==> src/rtl/rv32_fetch_pkg.sv <==
// Shared types and constants for the rv32 instruction-fetch stage.
package rv32_fetch_pkg;

  typedef enum logic [0:0] {
    REQ  = 1'b0,
    DROP = 1'b1
  } fetch_state_e;

  localparam logic [31:0] NOP        = 32'h0000_0013;
  localparam logic [6:0]  OPC_JAL    = 7'b1101111;
  localparam logic [6:0]  OPC_BRANCH = 7'b1100011;

endpackage

==> src/rtl/rv32_fetch_predictor.sv <==
// Static predictor: JAL and backward conditional branches are taken; purely combinational.
// No state, no backpressure; target is meaningful only when taken_o=1.
module rv32_fetch_predictor
  import rv32_fetch_pkg::*;
(
  input  logic [31:0] instr_i,
  input  logic [31:0] pc_i,
  output logic        taken_o,
  output logic [31:0] target_o
);

  logic [31:0] j_imm;
  logic [31:0] b_imm;

  always_comb begin
    j_imm    = {{12{instr_i[31]}}, instr_i[19:12], instr_i[20], instr_i[30:21], 1'b0};
    b_imm    = {{20{instr_i[31]}}, instr_i[7], instr_i[30:25], instr_i[11:8], 1'b0};
    taken_o  = 1'b0;
    target_o = pc_i + 32'd4;
    if (instr_i[6:0] == OPC_JAL) begin
      taken_o  = 1'b1;
      target_o = pc_i + j_imm;
    end else if (instr_i[6:0] == OPC_BRANCH && instr_i[31]) begin
      taken_o  = 1'b1;
      target_o = pc_i + b_imm;
    end
  end

endmodule

==> src/rtl/rv32_fetch.sv <==
// Fetch stage: one outstanding read, 1-cycle response-to-valid, 1-entry skid under decode stall.
// Static prediction is built only with RV32_STATIC_PREDICT_EN defined; otherwise next_pc = pc+4.
module rv32_fetch
  import rv32_fetch_pkg::*;
#(
  parameter logic [31:0] RESET_VECTOR = 32'h0000_0000
) (
  input  logic        clk,
  input  logic        reset,
  input  logic        stall_in,
  input  logic        flush_in,
  input  logic [31:0] flush_pc_in,
  output logic        instr_read_out,
  output logic [31:0] instr_address_out,
  input  logic        instr_ready_in,
  input  logic [31:0] instr_read_value_in,
  output logic        valid_out,
  output logic [31:0] instr_out,
  output logic [31:0] pc_out,
  output logic        predicted_taken_out
);

  fetch_state_e state_q, state_d;
  logic [31:0]  fetch_pc_q, fetch_pc_d;
  logic [31:0]  drop_addr_q, drop_addr_d;
  logic         read_q, read_d;
  logic         valid_q, valid_d;
  logic [31:0]  instr_q, instr_d;
  logic [31:0]  pc_q, pc_d;
  logic         pt_q, pt_d;
  logic         skid_vld_q, skid_vld_d;
  logic [31:0]  skid_instr_q, skid_instr_d;
  logic [31:0]  skid_pc_q, skid_pc_d;
  logic         skid_pt_q, skid_pt_d;

  logic         pred_taken;
  logic [31:0]  next_pc;
  logic         rsp;
  logic         pending;

`ifdef RV32_STATIC_PREDICT_EN
  logic [31:0] pred_target;

  rv32_fetch_predictor u_pred (
    .instr_i  (instr_read_value_in),
    .pc_i     (fetch_pc_q),
    .taken_o  (pred_taken),
    .target_o (pred_target)
  );

  assign next_pc = pred_taken ? pred_target : fetch_pc_q + 32'd4;
`else
  assign pred_taken = 1'b0;
  assign next_pc    = fetch_pc_q + 32'd4;
`endif

  // The request is registered so a read decided last cycle can complete during a new stall.
  assign instr_read_out    = read_q & ~reset;
  assign instr_address_out = (state_q == DROP) ? drop_addr_q : fetch_pc_q;
  assign rsp               = read_q & instr_ready_in;
  assign pending           = read_q & ~instr_ready_in;

  assign valid_out           = valid_q;
  assign instr_out           = instr_q;
  assign pc_out              = pc_q;
  assign predicted_taken_out = pt_q;

  always_comb begin
    state_d      = state_q;
    fetch_pc_d   = fetch_pc_q;
    drop_addr_d  = instr_address_out;
    read_d       = read_q;
    valid_d      = valid_q;
    instr_d      = instr_q;
    pc_d         = pc_q;
    pt_d         = pt_q;
    skid_vld_d   = skid_vld_q;
    skid_instr_d = skid_instr_q;
    skid_pc_d    = skid_pc_q;
    skid_pt_d    = skid_pt_q;

    if (flush_in) begin
      valid_d    = 1'b0;
      skid_vld_d = 1'b0;
      fetch_pc_d = {flush_pc_in[31:2], 2'b00};
      read_d     = 1'b1;
      state_d    = pending ? DROP : REQ;
    end else if (state_q == DROP) begin
      if (!stall_in) valid_d = 1'b0;
      if (instr_ready_in) state_d = REQ;
    end else begin
      if (skid_vld_q) begin
        if (!stall_in) begin
          valid_d    = 1'b1;
          instr_d    = skid_instr_q;
          pc_d       = skid_pc_q;
          pt_d       = skid_pt_q;
          skid_vld_d = 1'b0;
        end
      end else if (rsp) begin
        fetch_pc_d = {next_pc[31:2], 2'b00};
        if (!stall_in || !valid_q) begin
          valid_d = 1'b1;
          instr_d = instr_read_value_in;
          pc_d    = fetch_pc_q;
          pt_d    = pred_taken;
        end else begin
          skid_vld_d   = 1'b1;
          skid_instr_d = instr_read_value_in;
          skid_pc_d    = fetch_pc_q;
          skid_pt_d    = pred_taken;
        end
      end else if (!stall_in) begin
        valid_d = 1'b0;
      end
      // An asserted read is held to completion; a new one waits for room downstream.
      if (!pending) read_d = !skid_vld_d && !(stall_in && valid_q);
    end
  end

  always_ff @(posedge clk) begin
    if (reset) begin
      state_q      <= REQ;
      fetch_pc_q   <= {RESET_VECTOR[31:2], 2'b00};
      drop_addr_q  <= 32'h0;
      read_q       <= 1'b1;
      valid_q      <= 1'b0;
      instr_q      <= NOP;
      pc_q         <= 32'h0;
      pt_q         <= 1'b0;
      skid_vld_q   <= 1'b0;
      skid_instr_q <= NOP;
      skid_pc_q    <= 32'h0;
      skid_pt_q    <= 1'b0;
    end else begin
      state_q      <= state_d;
      fetch_pc_q   <= fetch_pc_d;
      drop_addr_q  <= drop_addr_d;
      read_q       <= read_d;
      valid_q      <= valid_d;
      instr_q      <= instr_d;
      pc_q         <= pc_d;
      pt_q         <= pt_d;
      skid_vld_q   <= skid_vld_d;
      skid_instr_q <= skid_instr_d;
      skid_pc_q    <= skid_pc_d;
      skid_pt_q    <= skid_pt_d;
    end
  end

endmodule
==> config.mk <==
export PLATFORM = sky130hd
export DESIGN_NAME = rv32_fetch
export DESIGN_NICKNAME = d
export VERILOG_FILES = /design/src/rtl/rv32_fetch_pkg.sv /design/src/rtl/rv32_fetch_predictor.sv /design/src/rtl/rv32_fetch.sv
export SDC_FILE = /design/constraint.sdc
export NUM_CORES = 1
export LEC_CHECK = 0
export BUFFER_PORTS_ARGS = -buffer_cell sky130_fd_sc_hd__buf_2
export CELL_PAD_IN_SITES_DETAIL_PLACEMENT = 1
export CELL_PAD_IN_SITES_GLOBAL_PLACEMENT = 2
export CORE_ASPECT_RATIO = 0.9
export CORE_UTILIZATION = 33
export DETAILED_ROUTE_END_ITERATION = 8
export PLACE_DENSITY_LB_ADDON = 0.1
export SETUP_SLACK_MARGIN = 0.05
export SKIP_CTS_REPAIR_TIMING = 1
export SYNTH_ARGS = -nofsm -noshare
export SYNTH_HDL_FRONTEND = slang
export SYNTH_SLANG_ARGS = --single-unit
==> constraint.sdc <==
create_clock -name clk -period 2.7 [get_ports clk]
set_clock_uncertainty 0.2 [all_clocks]
set_input_delay 0.135 -clock clk [delete_from_list [all_inputs] [get_ports clk]]
set_output_delay 0.135 -clock clk [all_outputs]
set_load 0.005 [all_outputs]
Word level (Yosys, flattened, before mapping)
Index checks and enable logic that the tools add are counted.
{"block": "word_totals", "register_bits": 193, "out_inout_bits": 99}
{"block": "op_classes", "addsub": 1, "eq_ne": 5, "muxes": 33, "n_bitwise": 10, "n_reduce_logical": 16}
{"operator": "$mux 32", "count": 13}
{"operator": "$add 32x3->32 const B", "count": 1}
{"operator": "$mux 1", "count": 20}
{"operator": "$reduce_and 5->1", "count": 2}
{"operator": "$not 1->1", "count": 7}
{"operator": "$ne 2x2->1 const B", "count": 3}
{"operator": "$reduce_bool 2->1", "count": 3}
{"operator": "$logic_not 1->1", "count": 4}
{"operator": "$ne 4x3->1 const B", "count": 1}
{"operator": "$reduce_and 2->1", "count": 2}
{"operator": "$and 1x1->1", "count": 3}
{"operator": "$ne 3x3->1 const B", "count": 1}
{"operator": "$reduce_and 3->1", "count": 1}
{"operator": "$logic_and 1x1->1", "count": 2}
{"operator": "$reduce_or 2->1", "count": 1}
{"operator": "$logic_or 1x1->1", "count": 1}

Logic depth before layout (Yosys ltp)
{"block": "depth", "word_depth": 9, "depth_mapped": 7, "depth_no_buf": 6}

Worst setup path after synthesis
No wires, ideal clock.
{"block": "synth_timing", "path_kind": "register to register", "startpoint": "reg valid_q, in the netlist valid_out", "endpoint": "reg instr_q[11], in the netlist instr_out[11]", "setup_ns": 0.137, "arrival_ns": 1.617, "required_time_ns": 2.363, "slack_ns": 0.745, "path_stages_with_launch": 6, "n_path_buf": 2, "synth_period_minus_slack_ns": 1.955, "path_cell_list": "dfxtp_1 o21a_1 nor4_2 clkbuf_1 buf_1 a211oi_1"}
{"block": "synth_between", "elab_chain_len": 4}
{"item": "from (decl)", "line": "rv32_fetch.sv:27", "source": "logic valid_q, valid_d;"}
{"item": "from (signal assigned)", "line": "rv32_fetch.sv:140", "source": "valid_q <= valid_d;"}
{"item": "$logic_not 1->1", "line": "rv32_fetch.sv:102", "source": "if (!stall_in || !valid_q) begin"}
{"item": "$logic_or 1x1->1", "line": "rv32_fetch.sv:102"}
{"item": "$reduce_bool 2->1 (no source line)"}
{"item": "$reduce_and 5->1 (no source line)"}
{"item": "to (signal assigned)", "line": "rv32_fetch.sv:141", "source": "instr_q <= instr_d;"}
{"item": "to (decl)", "line": "rv32_fetch.sv:28", "source": "logic [31:0] instr_q, instr_d;"}
No other way between the ends.
A chain may end at the register's enable or synchronous reset.

Worst setup path after layout
{"block": "layout_timing", "startpoint": "reg fetch_pc_q[2]", "endpoint": "reg fetch_pc_q[26]"}
{"block": "layout_between", "elab_chain_len": 5}
{"item": "from (decl)", "line": "rv32_fetch.sv:24", "source": "logic [31:0] fetch_pc_q, fetch_pc_d;"}
{"item": "from (signal assigned)", "line": "rv32_fetch.sv:124", "source": "fetch_pc_q <= {RESET_VECTOR[31:2], 2'b00};"}
{"item": "from (signal assigned)", "line": "rv32_fetch.sv:137", "source": "fetch_pc_q <= fetch_pc_d;"}
{"item": "$add 32x3->32", "line": "rv32_fetch.sv:54", "source": "assign next_pc = fetch_pc_q + 32'd4;"}
{"item": "$mux 32", "line": "rv32_fetch.sv:100", "source": "end else if (rsp) begin"}
{"item": "$mux 32", "line": "rv32_fetch.sv:92", "source": "if (skid_vld_q) begin"}
{"item": "$mux 32", "line": "rv32_fetch.sv:88", "source": "end else if (state_q == DROP) begin"}
{"item": "$mux 32", "line": "rv32_fetch.sv:82", "source": "if (flush_in) begin"}
No other way between the ends. The select of a mux whose other input is x is not followed.

==> flow_summary.ini <==
[layout]
diodes = 0
final_nets = 1160
final-seq-area_um2 = 3810
fillCellCount = 2753
synthToLayoutAreaGrowth_pct = 29.8
drive_gt1_frac = 0.230
multiInputGateArea_um2 = 3870

[cts]
h-tree-depth = 4
cts_sinks = 190
root_buffer = clkbuf_16
tritoncts = built
clkTransAtPathRegs_ns = 0.07
clock_latency_ns = 0.44
cts_inserted_buffers = 17
clk_path_buf_depth = 2

[timing]
worstMarginPinSlew_ns = 1.01
hold_viol = 3
finalWorstSetupSlack_ns = 0.311
rsz0062_at_grt = no
timing.setup.tns_ns = 0
fmax_mhz = 419
min_period_ns = 2.39
final_max_slew_viol_count = 0
hold_slack_ns = -0.0105
finalSetupViolCount = 0
fin_crit_sh = 0.885
slew-limit-headroom = 0.327

[critical_path]
path_cells = ha_1 -> and4_1 -> nand4_1 -> or3_1 -> a311oi_1
path_buf_inv = 0
startpoint = fetch_pc_q[2]
crit_fanout = 7
critical-path-top-delay-family = simple AND/OR/NAND/NOR gates
worstSetupPathType = reg2reg
cp-end-kind = register
critPathRequiredTime_ns = 2.84
arrival_ns = 2.53
start_kind = register
max_stage_delay_ns = 0.47
critical-path-slowest-cell = dfxtp_1
r2r-start = fetch_pc_q[2]

[place]
gp_congestion = 0.711
io_buffers = 162
pre_cts_slack_ns = 0.357
post-dp-hpwl_um = 14800

[yosys]
netlist_area_um2 = 7990
synth.distinct_cells = 45
yosysSeqAreaShare = 0.476
async_flop_share = 0
avgSynthCellArea_um2 = 8.91
ys_ff_latch = 190
yosysWarnings = 0
ys.flop_type = dfxtp_1
synth-edff-count = 0
syn_inst = 896

[routing]
drtIter0Drc = 206
vias = 6863
drtAntennaViolNets = 0
drtPass1Iterations = 7
via_per_inst = 4.88
drc = 12
wl_um = 23100
avgRoutedWirePerCell_um = 16.5

[pwr]
ir_drop_uv = 310
power.density_nw_per_um2 = 604
p_leak_nw = 3.90

[hold_path]
hold_path_class = in2reg
hp-start = flush_in

[status]
violations = design-rule violations, negative hold slack
outcome = complete, but fails checks

[floorplan]
rows = 53
ioPinCount = 168
dieArea_um2 = 24800
start_util = 0.339
core_um2 = 23500
die_h_um = 150
die_w_um = 166

[grt]
grt_max_degree = 75
grt_overflow_total = 0
grt_use_total = 0.185
antenna_found_initial = 0
grt_pass1_vias = 6516
grt_pass1_wl_um = 36100

[job]
cap_violations = 0
[worst register-to-register path: cells and delay by family (launching register included)]
kind            cells  cell delay [ns]
compound gates      1             0.27
fa+ha+maj           1             0.35
flops               1             0.47
simple gates        3             0.98
[cell type report]
| class | count | share of cell area |
|---|---|---|
| tap | 302 | 0.0365 |
| sequential | 190 | 0.367 |
| timing repair buffer | 249 | 0.164 |
| inverter | 6 | 0.00217 |
| clock inverter | 13 | 0.0139 |
| multi-input combinational | 626 | 0.373 |
| clock buffer | 19 | 0.0427 |
[synthesized netlist by cell type, drive strengths merged, types with 6 or more instances]
cell type,count,share of area
a21oi,68,0.043
nor4,8,0.011
and4,6,0.0066
xnor2,19,0.021
nand2,151,0.071
a211oi,75,0.070
nor2,90,0.042
nand3,10,0.0063
nor3,9,0.0063
clkbuf,50,0.023
mux2,27,0.038
mux2i,66,0.083
inv,6,0.0028
nand4,11,0.012
buf,26,0.016
nor2b,33,0.026
dfxtp,190,0.48
o21ai,12,0.0075
[cells by family (layout without fill, tap and decap cells)]
| group | Yosys count | after routing | share of synthesized area |
|---|---|---|---|
| xor+xnor | 23 | 23 | 0.0252 |
| other cells | 1 | 3 | 0.000470 |
| buf+inv | 82 | 287 | 0.0423 |
| mux | 93 | 93 | 0.121 |
| flops | 190 | 190 | 0.476 |
| simple gates | 340 | 340 | 0.201 |
| compound gates | 166 | 166 | 0.132 |
| fa+ha+maj | 1 | 1 | 0.00157 |
[metal layers]
metal	vias up	routed length (um)	global-route usage
li1	3478	-	-
met1	3266	11400	0.253
met2	105	10700	0.296
met3	14	793	0.0349
met4	0	217	0.0565
met5	-	0	0
[through the flow]
step	util	power (W)	hold slack (ns)	instance area, um^2	cells
final	0.440	0.00626	-0.0105	10400	1405
after floorplan	-	0.00342	0.0143	7990	898
after detailed placement	0.387	0.00371	0.171	9110	1306
after global placement	0.387	0.00370	0.164	9110	1306
after CTS	0.412	0.00629	-0.296	9690	1338
after global routing	0.440	0.00655	0.00793	10400	1405
[report_power, final]
part / switching (W) / internal (W) / leakage, nW
Combinational: 0.000346 / 0.000342 / 2.06
Clock: 0.00122 / 0.00134 / 0.286
Sequential: 0.0000963 / 0.00292 / 1.55
Total: 0.00166 / 0.00460 / 3.90
[placed cells by master (no fill, tap or decap), drive strengths merged, types with 5 or more instances in the layout]
master         n
o21ai         12
nor3           9
a21oi         68
mux2          27
xnor2         19
clkinv         5
nand2        151
a211oi        75
mux2i         66
and4           6
nor4           8
clkbuf        19
nor2b         33
buf          182
nand3         10
inv           12
nor2          90
dlygate4sd3   67
nand4         11
dfxtp        190
[final timing paths]
| kind | depth (start not counted) | to | slack, ns |
|---|---|---|---|
| setup / recovery | 5 | fetch_pc_q[26] | 0.31 |
| hold / removal | 3 | fetch_pc_q[17] | -0.01 |
| setup reg to reg | 5 | fetch_pc_q[26] | 0.31 |
| hold reg to reg | 2 | skid_instr_q[9] | 0.25 |
[state kept, by name (all words and copies together) (netlist names)]
name	cells
read_q	1
skid_pc_q	30
pc_out	30
state_q	1
valid_out	1
instr_out	32
skid_instr_q	32
drop_addr_q	32
fetch_pc_q	30
skid_vld_q	1
No activity file was read; power rests on OpenSTA's default activity.
